<file path="src/rtl/serial_sub.sv">
// serial_sub: bit-serial WIDTH-bit subtractor, a - b, LSB first.
// A start pulse in IDLE loads the operands; WIDTH SHIFT cycles ripple the
// borrow through a one-bit register; DONE presents the result for one cycle.
// Optional macro SERIAL_SUB_OVF_EN adds a registered signed-overflow output.
module serial_sub #(
    parameter int WIDTH = 8
) (
    input  logic             clk,
    input  logic             rst,
    input  logic             start,
    input  logic [WIDTH-1:0] a,
    input  logic [WIDTH-1:0] b,
    output logic             busy,
    output logic             done,
    output logic [WIDTH-1:0] diff,
    output logic             brr
`ifdef SERIAL_SUB_OVF_EN
    ,
    output logic             ovf
`endif
);

    localparam int CW = (WIDTH > 2) ? $clog2(WIDTH) : 1;
    localparam logic [CW-1:0] LAST = CW'(WIDTH - 1);

    typedef enum logic [1:0] {IDLE, SHIFT, DONE} state_t;

    state_t           state, state_nxt;
    logic [WIDTH-1:0] ra;     // minuend; difference bits enter from the MSB side
    logic [WIDTH-1:0] rb;     // subtrahend, shifted right each SHIFT cycle
    logic             br;     // running borrow between bit positions
    logic [CW-1:0]    cnt;
    logic             d;
    logic             br_nxt;
    logic             last;

`ifdef SERIAL_SUB_OVF_EN
    logic a_msb;
    logic b_msb;
`endif

    // Single-bit full-subtractor on the current LSBs.
    always_comb begin
        d      = ra[0] ^ rb[0] ^ br;
        br_nxt = (~ra[0] & rb[0]) | (~(ra[0] ^ rb[0]) & br);
        last   = (cnt == LAST);
    end

    // State register.
    always_ff @(posedge clk or posedge rst) begin
        if (rst) state <= IDLE;
        else     state <= state_nxt;
    end

    // Next-state logic; start is only looked at in IDLE.
    always_comb begin
        state_nxt = state;
        case (state)
            IDLE:    if (start) state_nxt = SHIFT;
            SHIFT:   if (last)  state_nxt = DONE;
            DONE:    state_nxt = IDLE;
            default: state_nxt = IDLE;
        endcase
    end

    assign busy = (state != IDLE);
    assign done = (state == DONE);

    // Datapath: operand load, serial shift, and the visible result registers
    // which only change on the final shift so they stay stable mid-operation.
    always_ff @(posedge clk or posedge rst) begin
        if (rst) begin
            ra   <= '0;
            rb   <= '0;
            br   <= 1'b0;
            cnt  <= '0;
            diff <= '0;
            brr  <= 1'b0;
`ifdef SERIAL_SUB_OVF_EN
            a_msb <= 1'b0;
            b_msb <= 1'b0;
            ovf   <= 1'b0;
`endif
        end else begin
            case (state)
                IDLE: begin
                    if (start) begin
                        ra  <= a;
                        rb  <= b;
                        br  <= 1'b0;
                        cnt <= '0;
`ifdef SERIAL_SUB_OVF_EN
                        a_msb <= a[WIDTH-1];
                        b_msb <= b[WIDTH-1];
`endif
                    end
                end
                SHIFT: begin
                    ra  <= {d, ra[WIDTH-1:1]};
                    rb  <= {1'b0, rb[WIDTH-1:1]};
                    br  <= br_nxt;
                    cnt <= cnt + 1'b1;
                    if (last) begin
                        diff <= {d, ra[WIDTH-1:1]};
                        brr  <= br_nxt;
`ifdef SERIAL_SUB_OVF_EN
                        // d is the result MSB on the last shift.
                        ovf  <= (a_msb != b_msb) && (d != a_msb);
`endif
                    end
                end
                default: ;
            endcase
        end
    end

endmodule

</file>
<file path="config.mk">
export PLATFORM = sky130hd
export DESIGN_NAME = serial_sub
export DESIGN_NICKNAME = d
export VERILOG_FILES = /design/src/rtl/serial_sub.sv
export SDC_FILE = /design/constraint.sdc
export NUM_CORES = 1
export LEC_CHECK = 0
export ABC_AREA = 0
export CORE_MARGIN = 1.5
export CORE_UTILIZATION = 50
export CTS_CLUSTER_DIAMETER = 30
export CTS_CLUSTER_SIZE = 8
export DETAILED_ROUTE_END_ITERATION = 10
export HOLD_SLACK_MARGIN = 0.05
export PLACE_DENSITY = 0.8
export SYNTH_ARGS = -nofsm -noshare
export SYNTH_HDL_FRONTEND = slang
export SYNTH_SLANG_ARGS = --single-unit
</file>
<file path="constraint.sdc">
create_clock -name clk -period 1.75 [get_ports clk]
set_clock_uncertainty 0.05 [all_clocks]
set_input_delay 0.35 -clock clk [delete_from_list [all_inputs] [get_ports clk]]
set_output_delay 0.35 -clock clk [all_outputs]
set_load 0.02 [all_outputs]
</file>
==> results by group, run 1 <==
Clock tree
  – Clock buffers created by TritonCTS: 5
  – Clock latency on the worst-skew pair: 0.33 ns
  – Clock-pin slew of the registers on the worst-case setup and hold paths: roughly 0.1 ns
  – Total number of clock tree sinks: 31
  – Clock tree from TritonCTS: built
  – CTS hold repair buffers: 0
  – Post-CTS setup buffer count: 0
  – Number of H-tree levels: 2
  – Root buffer cell: sky130_fd_sc_hd__clkbuf_4
  – Bufs on Longest Clock Path: 2

Detailed routing
  – WL final: ~3100 um
  – Via count of the routed design: 1118
  – Via density: 5.40
  – DRT Pass-1 Iters: 4
  – DRC violations left: 0
  – Post-route ant nets: 0
  – Number of DRC violations after detailed-routing iteration 0: 20
  – Final routed wire length divided by cell count: 15.2 um

Timing
  – Timing-limited maximum frequency: roughly 590 MHz
  – Min Tclk post-route: 1.69 ns
  – Final setup vio count: 0
  – Max-slew violation total from the final report: 0
  – Worst slew pin tran: 0.671 ns
  – Worst hold margin: 0.336 ns
  – Hold Violations, Final: 0
  – Normalized max-slew margin: 55.1%
  – Period utilisation layout: a little over nine tenths

Placement
  – DP Cell Count: 200
  – Routability-driven placement congestion ratio: 0.682
  – Quantity of I/O buffers inserted on ports: 29
  – Estimated wirelength of the detail-placed design: about 2200 um

Critical path
  – Largest fanout on the critical path: 2
  – Crit Reg-Reg Startpoint: state[0]$_DFFE_PP0P_
  – Critical Path Start: diff[1]$_DFFE_PP0P_
  – Cell depth of the worst setup path: 1
  – Setup slack, reg-to-reg: roughly 0.16 ns
  – Worst stage delay on the critical path: 0.60 ns
  – Reg2reg path depth: 3
  – Critical path's top delay family: buffers and inverters
  – Startpoint class of the critical path: flop
  – Arrival time worst endpoint: 1.29 ns
  – Count of buffer and inverter cells on the critical path: 1
  – Element type at the critical path end: primary output
  – Critical path type: reg2out
  – Critical path required time: 1.35 ns
  – CP Cell Sequence: clkdlybuf4s50_1
  – Reg-to-reg endpoint: ra[6]$_DFFE_PP0P_
  – Critical-path top delay cell: sky130_fd_sc_hd__clkdlybuf4s50_1

Synth
  – Commonest cells post-synth: 31 x sky130_fd_sc_hd__dfrtp_1, 19 x sky130_fd_sc_hd__inv_1, 10 x sky130_fd_sc_hd__mux2_4, 10 x sky130_fd_sc_hd__nor2_1
  – Sequential cell area fraction in the yosys report: 44.9%
  – Synth top area cells: sky130_fd_sc_hd__dfrtp_1 45%, sky130_fd_sc_hd__mux2_4 8.7%, sky130_fd_sc_hd__a221oi_2 7.8%
  – Number of flops mapped to enable cells by yosys: 0
  – Synthesis Warnings: 0
  – Async set or reset register ratio after synthesis: 100%
  – Most instantiated library cell after synthesis: sky130_fd_sc_hd__dfrtp_1
  – Synthesized Nets: 153
  – Avg Synthesized Cell Area: about 13 um2
  – Portion of synthesized cell area occupied by the leading cell type: between 40% and 50%
  – Synth Register Bits: 31
  – Post-synthesis instance total: 131
  – Most used flip-flop cell after synthesis: sky130_fd_sc_hd__dfrtp_1
  – Leading area contributor after synthesis: sky130_fd_sc_hd__dfrtp_1
  – Total standard cell area after synthesis: 1730 um2
  – Post-synthesis cell type count: 24

Run
  – Max_cap viols: 0

Layout
  – Post-layout utilization of the core: 61.5%
  – Layout-stage area growth over the synthesis result: 18.9%
  – Number of nets in the finished design: 183
  – Share of layout cells above drive strength 1: 28.6%
  – Antenna cells: 0
  – Post-Layout Cell Count: 207

Min path
  – Class of the most critical hold timing path: in2async

Power
  – Power density of the placed cells: 1640 nW/um2
  – Cell leakage power: 0.981 nW
  – Maximum resistive drop on vdd: between 600 and 700 uV

Die
  – Rows: 21
  – Core area: approximately 3300 um2
  – Die span in x: 61.8 um
  – Starting Density: 51.7%
  – Area of the die: ~3800 um2
  – Height of the die: between 60 and 70 um
  – Number of top-level design ports: 30

Run status
  – Run status: finished, final reports clean

Global routing
  – Largest net degree at the start of global routing: 32
  – Via count of the first global-routing pass: between 1k and 1.5k
  – Total gr overflow: 0
  – Initial antenna violation count: 0
  – Global-route wire length before repair: 4820 um
  – Global routing usage summed across all routing layers: between 10% and 20%
## power breakdown
group,internal (mW),switching [mW]
clock network,0.186,0.242
logic,0.858,0.802
registers,1.06,0.214
## placed cells by master, fill, tap and decap left out, types with 2 or more instances in the layout
cell type / instances
sky130_fd_sc_hd__a211oi_1: 5
sky130_fd_sc_hd__clkdlybuf4s50_1: 19
sky130_fd_sc_hd__buf_4: 6
sky130_fd_sc_hd__a221oi_2: 9
sky130_fd_sc_hd__inv_1: 19
sky130_fd_sc_hd__nor3b_1: 5
sky130_fd_sc_hd__clkbuf_4: 5
sky130_fd_sc_hd__nor2_1: 10
sky130_fd_sc_hd__nor4b_2: 9
sky130_fd_sc_hd__dlymetal6s2s_1: 8
sky130_fd_sc_hd__mux2_4: 10
sky130_fd_sc_hd__a22o_1: 3
sky130_fd_sc_hd__dfrtp_1: 31
sky130_fd_sc_hd__nor4b_1: 6
sky130_fd_sc_hd__ha_1: 2
## worst min-delay path, cell delays in order
cell and delay, ns:
sky130_fd_sc_hd__clkdlybuf4s50_1 0.40, sky130_fd_sc_hd__inv_1 0.05, sky130_fd_sc_hd__buf_4 0.34
## kinds of logic (layout without fill, tap and decap cells)
family / Yosys count / count (layout) / synth area share (%)
flip-flops: 31 / 31 / 44.9
adder cells (fa/ha/maj): 3 / 3 / 2.61
multiplexers: 10 / 10 / 8.70
AND/OR/NAND/NOR: 35 / 35 / 17.8
AO/OA/AOI/OAI: 21 / 21 / 13.9
buffers and inverters: 31 / 61 / 12.0
## worst max-delay path by stage
stage                     slack, ns           endpoint
after detailed placement      -0.03  ra[6]$_DFFE_PP0P_
after floorplan                0.26    brr$_DFFE_PP0P_
final                          0.06            diff[1]
after CTS                      0.02            diff[6]
after global placement         0.03  ra[6]$_DFFE_PP0P_
after global routing         -0.001            diff[1]
## flip-flops by register name, summed over array words and instances, names as in the netlist
name,cells
br,1
brr,1
ra,8
rb,8
state,2
diff,8
cnt,3
## final cells by class
cell class	instances	area [um2]
tap	46	57.6
sequential	31	776
multi-input combinational	69	743
clock buffer	6	51.3
fill	285	1280
timing repair buffer	35	349
inverter	19	71.3
clock inverter	1	5.00
## repair_timing
item / CTS / global route
endpoints found under the setup margin: 2 / 9
gates resized for setup: 4 / 9
gates cloned: 0 / 0
## per-layer routing
metal	vias to the layer above	GRT usage, %	routed length [um]
met5	-	0	0
met4	0	8.21	59
met3	6	7.25	194
met2	30	28.9	1540
met1	560	22.4	1360
li1	522	-	-
## metrics by stage
| stage | instance area, um2 | setup TNS (ns) | total power, mW | setup slack [ns] |
|---|---|---|---|---|
| after floorplan | 1730 | 0 | 2.61 | 0.265 |
| after global placement | 1980 | 0 | 2.91 | 0.0267 |
| after detailed placement | 1980 | -0.0527 | 3.00 | -0.0263 |
| after CTS | 2040 | 0 | 3.42 | 0.0240 |
| after global routing | 2050 | -0.00149 | 3.62 | -0.00149 |
| final | 2050 | 0 | 3.36 | 0.0650 |
No activity file was read; power rests on OpenSTA's default activity.
==> run 2: changes to the inputs <==
--- a/config.mk
+++ b/config.mk
@@ -6,6 +6,7 @@
 export NUM_CORES = 1
 export LEC_CHECK = 0
 export ABC_AREA = 0
+export CORE_ASPECT_RATIO = 0.8
 export CORE_MARGIN = 1.5
 export CORE_UTILIZATION = 50
 export CTS_CLUSTER_DIAMETER = 30
==> results by group, run 2 (synthesis gave the netlist of run 1 again) <==
Layout
  – Share of layout cells above drive strength 1: 26.9% (-1.7 points)
  – Multi-input gate area: 743 um2 (unchanged)
  – Antenna cells: 0 (unchanged)
  – Most common cell after layout, fill and taps aside: sky130_fd_sc_hd__dfrtp_1
  – Most frequent cells in the layout: 31 x sky130_fd_sc_hd__dfrtp_1, 27 x sky130_fd_sc_hd__clkdlybuf4s50_1, 19 x sky130_fd_sc_hd__inv_1
  – Post-Layout Cell Count: 200 (-3.4%)
  – Sequential cell area: 776 um2 (unchanged)
  – Number of nets in the finished design: 183 (unchanged)
  – Largest registers: diff x8, ra x8, rb x8
  – Layout-stage area growth over the synthesis result: 18.6%
  – Number of inserted filler cells in the final layout: 248 (-13%)
  – Post-layout utilization of the core: 64.0% (+2.5 points)

Die
  – Rows: 18 (-14%)
  – Core area: 3200 um2 (-4.2%)
  – Die span in x: 68.7 um (+11%)
  – Area of the die: 3820 um2 (about the same)
  – Starting Density: 54.0% (+2.2 points)
  – Number of top-level design ports: 30 (unchanged)
  – Height of the die: 55.6 um (-10%)

Critical path
  – Reg-to-reg endpoint: ra[6]$_DFFE_PP0P_
  – Count of buffer and inverter cells on the critical path: 1 (unchanged)
  – Startpoint class of the critical path: flop
  – Critical path's top delay family: flip-flops
  – Critical path required time: 1.35 ns (about the same)
  – Setup slack, reg-to-reg: 0.13 ns (-0.03 ns)
  – Critical path type: reg2out
  – Critical-path top delay cell: sky130_fd_sc_hd__dfrtp_1
  – Crit Reg-Reg Startpoint: state[0]$_DFFE_PP0P_
  – Largest fanout on the critical path: 4 (+2)
  – CP Cell Sequence: or2_2, clkdlybuf4s15_1
  – Reg2reg path depth: 3 (unchanged)
  – Arrival time worst endpoint: 1.28 ns (about the same)
  – Worst stage delay on the critical path: 0.40 ns (-0.20 ns)
  – Element type at the critical path end: primary output

Placement
  – Routability-driven placement congestion ratio: 0.744 (+9.0%)
  – Quantity of I/O buffers inserted on ports: 29 (unchanged)
  – Estimated wirelength of the detail-placed design: 2250 um (+3.8%)
  – DP Cell Count: 194 (-3.0%)

Power
  – Comb pwr share: 48.7% (-0.7 points)
  – Sw frac: 36.0% (-1.4 points)
  – Maximum resistive drop on vdd: 784 uV (+19%)
  – Clock share of power: 14.1% (+1.4 points)
  – Power density of the placed cells: 1690 nW/um2 (+3.1%)
  – Int Power: 2.21 mW (+5.1%)
  – Relative contribution of sequential cells to total power: 37.2% (-0.7 points)
  – Cell leakage power: 0.909 nW (-7.4%)
  – Sw power: 1.24 mW (-1.0%)

Detailed routing
  – DRC violations left: 0 (unchanged)
  – Number of DRC violations after detailed-routing iteration 0: 28 (+40%)
  – Via count of the routed design: 1094 (-2.1%)
  – Via density: 5.47 (+1.3%)
  – Post-route ant nets: 0 (unchanged)
  – Final routed wire length divided by cell count: 15.7 um (+3.3%)
  – DRT Pass-1 Iters: 4 (unchanged)
  – WL final: 3140 um (-0.19%)

Global routing
  – Global-route wire length before repair: 5530 um (+15%)
  – Largest net degree at the start of global routing: 32 (unchanged)
  – Via count of the first global-routing pass: 1225 (+14%)
  – Initial antenna violation count: 0 (unchanged)
  – Global routing usage summed across all routing layers: 19.2% (+0.83 points)
  – Total gr overflow: 0 (unchanged)

Clock tree
  – Number of H-tree levels: 2 (unchanged)
  – Total number of clock tree sinks: 31 (unchanged)
  – Bufs on Longest Clock Path: 2 (unchanged)
  – Root buffer cell: sky130_fd_sc_hd__clkbuf_8
  – Clock-pin slew of the registers on the worst-case setup and hold paths: 0.06 ns (-0.04 ns)
  – Clock latency on the worst-skew pair: 0.27 ns (-0.06 ns)
  – Clock tree from TritonCTS: built
  – Clock buffers created by TritonCTS: 5 (unchanged)
  – Post-CTS setup buffer count: 0 (unchanged)

Timing
  – Period utilisation layout: 96.2% (-0.12 points)
  – RSZ-0062 raised after global routing: no
  – Total negative slack: 0 ns (unchanged)
  – Final setup vio count: 0 (unchanged)
  – Normalized max-slew margin: 55.6% (+0.45 points)
  – Max-slew violation total from the final report: 0 (unchanged)
  – Worst hold margin: 0.410 ns (+0.0741 ns)
  – Worst slew pin tran: 0.664 ns (-0.00676 ns)
  – Timing-limited maximum frequency: 594 MHz (+0.13%)
  – Min Tclk post-route: 1.68 ns (-0.00217 ns)
  – Hold Violations, Final: 0 (unchanged)

Run
  – Max_cap viols: 0 (unchanged)

Min path
  – Class of the most critical hold timing path: in2async

Run status
  – Run status: finished, final reports clean
[run 2: cell types whose count changed in the layout (fill, tap and decap cells not counted)]
cell	change
sky130_fd_sc_hd__clkbuf_4	-5
sky130_fd_sc_hd__buf_2	-1
sky130_fd_sc_hd__clkbuf_1	+1
sky130_fd_sc_hd__dlymetal6s2s_1	-8
sky130_fd_sc_hd__clkinv_2	-1
sky130_fd_sc_hd__clkdlybuf4s50_1	+8
sky130_fd_sc_hd__clkbuf_8	+4
sky130_fd_sc_hd__clkdlybuf4s15_1	+1
[run 2: per-stage QoR]
step	cell area, um2	power (mW)	worst slack, ns
CTS	2050	3.49	0.0254
finish	2050	3.46	0.0671
global placement	1980	2.91	0.0409
floorplan	1730	2.61	0.265
detailed placement	1980	3.00	-0.0388
global route	2050	3.75	0.0155
[run 2: how the worst max path moves through the flow]
stage	slack, ns	end	cells after the start	from
global route	0.02	busy	2	state[1]$_DFFE_PP0P_
global placement	0.04	ra[6]$_DFFE_PP0P_	3	start
floorplan	0.26	brr$_DFFE_PP0P_	5	cnt[0]$_DFFE_PP0P_
CTS	0.03	busy	2	state[1]$_DFFE_PP0P_
detailed placement	-0.04	ra[6]$_DFFE_PP0P_	3	start
finish	0.07	busy	2	state[1]$_DFFE_PP0P_
[run 2: worst register-to-register path, delay by kind of cell (launching register included)]
kind                   cells  cell delay [ns]
DFF                        1             0.41
AOI/OAI and AO/OA          2             0.78
buffers and inverters      1             0.23
[run 2: power by group through the flow]
| stage | Combinational (mW) | Clock (mW) | Sequential (mW) |
|---|---|---|---|
| after floorplan | 1.24 | 0 | 1.36 |
| after global placement | 1.64 | 0 | 1.27 |
| after detailed placement | 1.70 | 0 | 1.30 |
| after CTS | 1.70 | 0.507 | 1.29 |
| after global routing | 1.86 | 0.548 | 1.34 |
| final | 1.68 | 0.487 | 1.29 |
[run 2: cell type report]
type                    count  area share (%)
multi-input cells          69            36.3
clock buffers               6            3.55
well taps                  40            2.44
repair buffers             35            16.3
flip-flops and latches     31            37.9
inverters                  19            3.48
[run 2: what timing repair did]
action,CTS,global route
endpoints found under the setup margin,2,1
cloned,0,0
gates resized for setup,2,1
hold buffers,0,0
[run 2: routing by layer]
layer  global-route usage, %  wire length (um)  vias up
met2                    29.0              1520       34
met5                       0                 0        -
met1                    25.7              1440      532
met3                    6.72               162        3
met4                    6.16                15        0
li1                        -                 -      525
==> run 3: changes to the inputs <==
==> constraint.sdc (replaced) <==
create_clock -name clk -period 1.6 [get_ports clk]
set_clock_uncertainty 0.05 [all_clocks]
set_input_delay 0.32 -clock clk [delete_from_list [all_inputs] [get_ports clk]]
set_output_delay 0.32 -clock clk [all_outputs]
set_load 0.02 [all_outputs]
==> results by group, run 3 (synthesis gave the netlist of run 1 again) <==
Placement
  – Standard cell area after detailed placement: 1980 um2 (+0.38%)
  – Routability-driven placement congestion ratio: 0.766 (+2.9%)
  – Estimated wirelength of the detail-placed design: 2220 um (-1.2%)
  – Quantity of I/O buffers inserted on ports: 29 (unchanged)

Critical path
  – Largest fanout on the critical path: 5 (+1)
  – Reg2reg path depth: 4 (+1)
  – Setup slack, reg-to-reg: 0.08 ns (-0.05 ns)
  – Reg-to-reg endpoint: brr$_DFFE_PP0P_
  – Crit Reg-Reg Startpoint: cnt[0]$_DFFE_PP0P_
  – Critical Path Start: state[1]$_DFFE_PP0P_
  – Startpoint class of the critical path: flop
  – Arrival time worst endpoint: 1.17 ns (-0.11 ns)
  – Element type at the critical path end: primary output
  – Cell depth of the worst setup path: 2 (unchanged)
  – Worst stage delay on the critical path: 0.41 ns (about the same)
  – CP Cell Sequence: or2_2, buf_2
  – Count of buffer and inverter cells on the critical path: 1 (unchanged)
  – Critical path's top delay family: flip-flops
  – Critical path required time: 1.23 ns (-0.12 ns)
  – Worst setup path end: busy
  – Critical path type: reg2out
  – Critical-path top delay cell: sky130_fd_sc_hd__dfrtp_1

Die
  – Core area: 3200 um2 (unchanged)
  – Die span in x: 68.7 um (unchanged)
  – Starting Density: 54.0% (unchanged)
  – Height of the die: 55.6 um (unchanged)
  – Rows: 18 (unchanged)
  – Number of top-level design ports: 30 (unchanged)
  – Area of the die: 3820 um2 (unchanged)

Timing
  – Period utilisation layout: between 90% and 100%
  – RSZ-0062 raised after global routing: no
  – Hold Violations, Final: 0 (unchanged)
  – Final setup vio count: 0 (unchanged)
  – Normalized max-slew margin: 57.7% (+2.1 points)
  – Min Tclk post-route: 1.54 ns
  – Worst slew pin tran: 0.635 ns (-0.0299 ns)
  – Timing-limited maximum frequency: about 650 MHz
  – Max-slew violation total from the final report: 0 (unchanged)

Power
  – Maximum resistive drop on vdd: 1250 uV (+60%)
  – Overall power: 3.86 mW (+12%)
  – Power density of the placed cells: 1860 nW/um2 (+9.8%)
  – Cell leakage power: 0.962 nW (+5.9%)

Clock tree
  – Root buffer cell: sky130_fd_sc_hd__clkbuf_8
  – Number of H-tree levels: 2 (unchanged)
  – Bufs on Longest Clock Path: 2 (unchanged)
  – Total number of clock tree sinks: 31 (unchanged)
  – Clock-pin slew of the registers on the worst-case setup and hold paths: 0.06 ns (about the same)
  – CTS hold repair buffers: 0 (unchanged)
  – Clock latency on the worst-skew pair: 0.27 ns (about the same)
  – Clock tree from TritonCTS: built
  – Clock buffers created by TritonCTS: 5 (unchanged)

Layout
  – Layout-stage area growth over the synthesis result: 20.5%
  – Most common cell after layout, fill and taps aside: sky130_fd_sc_hd__dfrtp_1
  – Number of nets in the finished design: 185 (+1.1%)
  – Share of layout cells above drive strength 1: 29.9% (+3.0 points)
  – Most frequent cells in the layout: 31 x sky130_fd_sc_hd__dfrtp_1, 19 x sky130_fd_sc_hd__inv_1, 18 x sky130_fd_sc_hd__clkdlybuf4s50_1
  – Largest registers: diff x8, ra x8, rb x8
  – Antenna cells: 0 (unchanged)
  – Number of inserted filler cells in the final layout: 244 (-1.6%)
  – Summed area of non-filler cells in the final layout: 2080 um2 (+1.7%)

Global routing
  – Initial antenna violation count: 0 (unchanged)
  – Total gr overflow: 0 (unchanged)
  – Global routing usage summed across all routing layers: 19.0% (-0.16 points)
  – Global-route wire length before repair: 5440 um (-1.6%)
  – Via count of the first global-routing pass: 1163 (-5.1%)
  – Largest net degree at the start of global routing: 32 (unchanged)

Detailed routing
  – Final routed wire length divided by cell count: 15.9 um (+1.6%)
  – DRT Pass-1 Iters: 4 (unchanged)
  – Post-route ant nets: 0 (unchanged)
  – Number of DRC violations after detailed-routing iteration 0: 72 (+160%)
  – DRC violations left: 0 (unchanged)
  – WL final: 3250 um (+3.6%)
  – Via count of the routed design: 1128 (+3.1%)
  – Via density: 5.53 (+1.1%)

Run status
  – Run status: finished, final reports clean

Run
  – Max_cap viols: 0 (unchanged)

Min path
  – Class of the most critical hold timing path: in2async
-- run 3: per-layer routing --
metal / vias to the layer above / GRT usage (%) / part of all wire [%]
met2: 27 / 28.8 / 48
li1: 534 / - / -
met3: 2 / 5.70 / 3.9
met4: 0 / 5.32 / 0.25
met1: 565 / 26.4 / 48
met5: - / 0 / 0
-- run 3: through the flow --
stage                     hold slack [ns]  setup WS, ns  utilization (%)  std cells  TNS (ns)
final                               0.384        0.0583             65.1        204         0
after global routing                0.454       0.00288             65.1        204         0
after CTS                           0.391       0.00174             65.0        204         0
after detailed placement            0.434        -0.161             62.0        195     -1.97
after global placement              0.422       -0.0803             62.0        195    -0.777
after floorplan                     0.374         0.115                -        131         0
-- run 3: power by group --
part | switching (mW) | total (mW) | internal (mW)
registers | 0.231 | 1.40 | 1.16
logic | 0.901 | 1.81 | 0.907
clock network | 0.265 | 0.657 | 0.392
total | 1.40 | 3.86 | 2.46
-- run 3: timing repair --
item                       in CTS  in global routing
setup buffers                   0                  0
resized for setup              12                  4
setup endpoints to repair      10                  3
gates cloned                    1                  0
pin swaps                       1                  0
-- run 3: cell type report --
class	count	area, um2	area share, %
sequential	31	776	37.3
multi-input combinational	70	754	36.3
timing repair buffer	36	329	15.8
clock buffer	8	100	4.81
inverter	19	71.3	3.43
tap	40	50.0	2.41
-- run 3: tightest hold or removal path: cells and delay by family --
| kind | cells | cell delay (ns) |
|---|---|---|
| buffers and inverters | 3 | 0.80 |
-- run 3: worst min-delay path by stage --
stage | from | end | cells after the start | slack, ns
6_report | rst | diff[5]$_DFFE_PP0P_ | 3 | 0.38
5_1_grt | rst | diff[5]$_DFFE_PP0P_ | 3 | 0.45
4_1_cts | rst | diff[5]$_DFFE_PP0P_ | 3 | 0.39
3_5_place_dp | rb[7]$_DFFE_PP0P_ | rb[7]$_DFFE_PP0P_ | 1 | 0.43
3_3_place_gp | rb[7]$_DFFE_PP0P_ | rb[7]$_DFFE_PP0P_ | 1 | 0.42
2_1_floorplan | rst | br$_DFFE_PP0P_ | 1 | 0.37
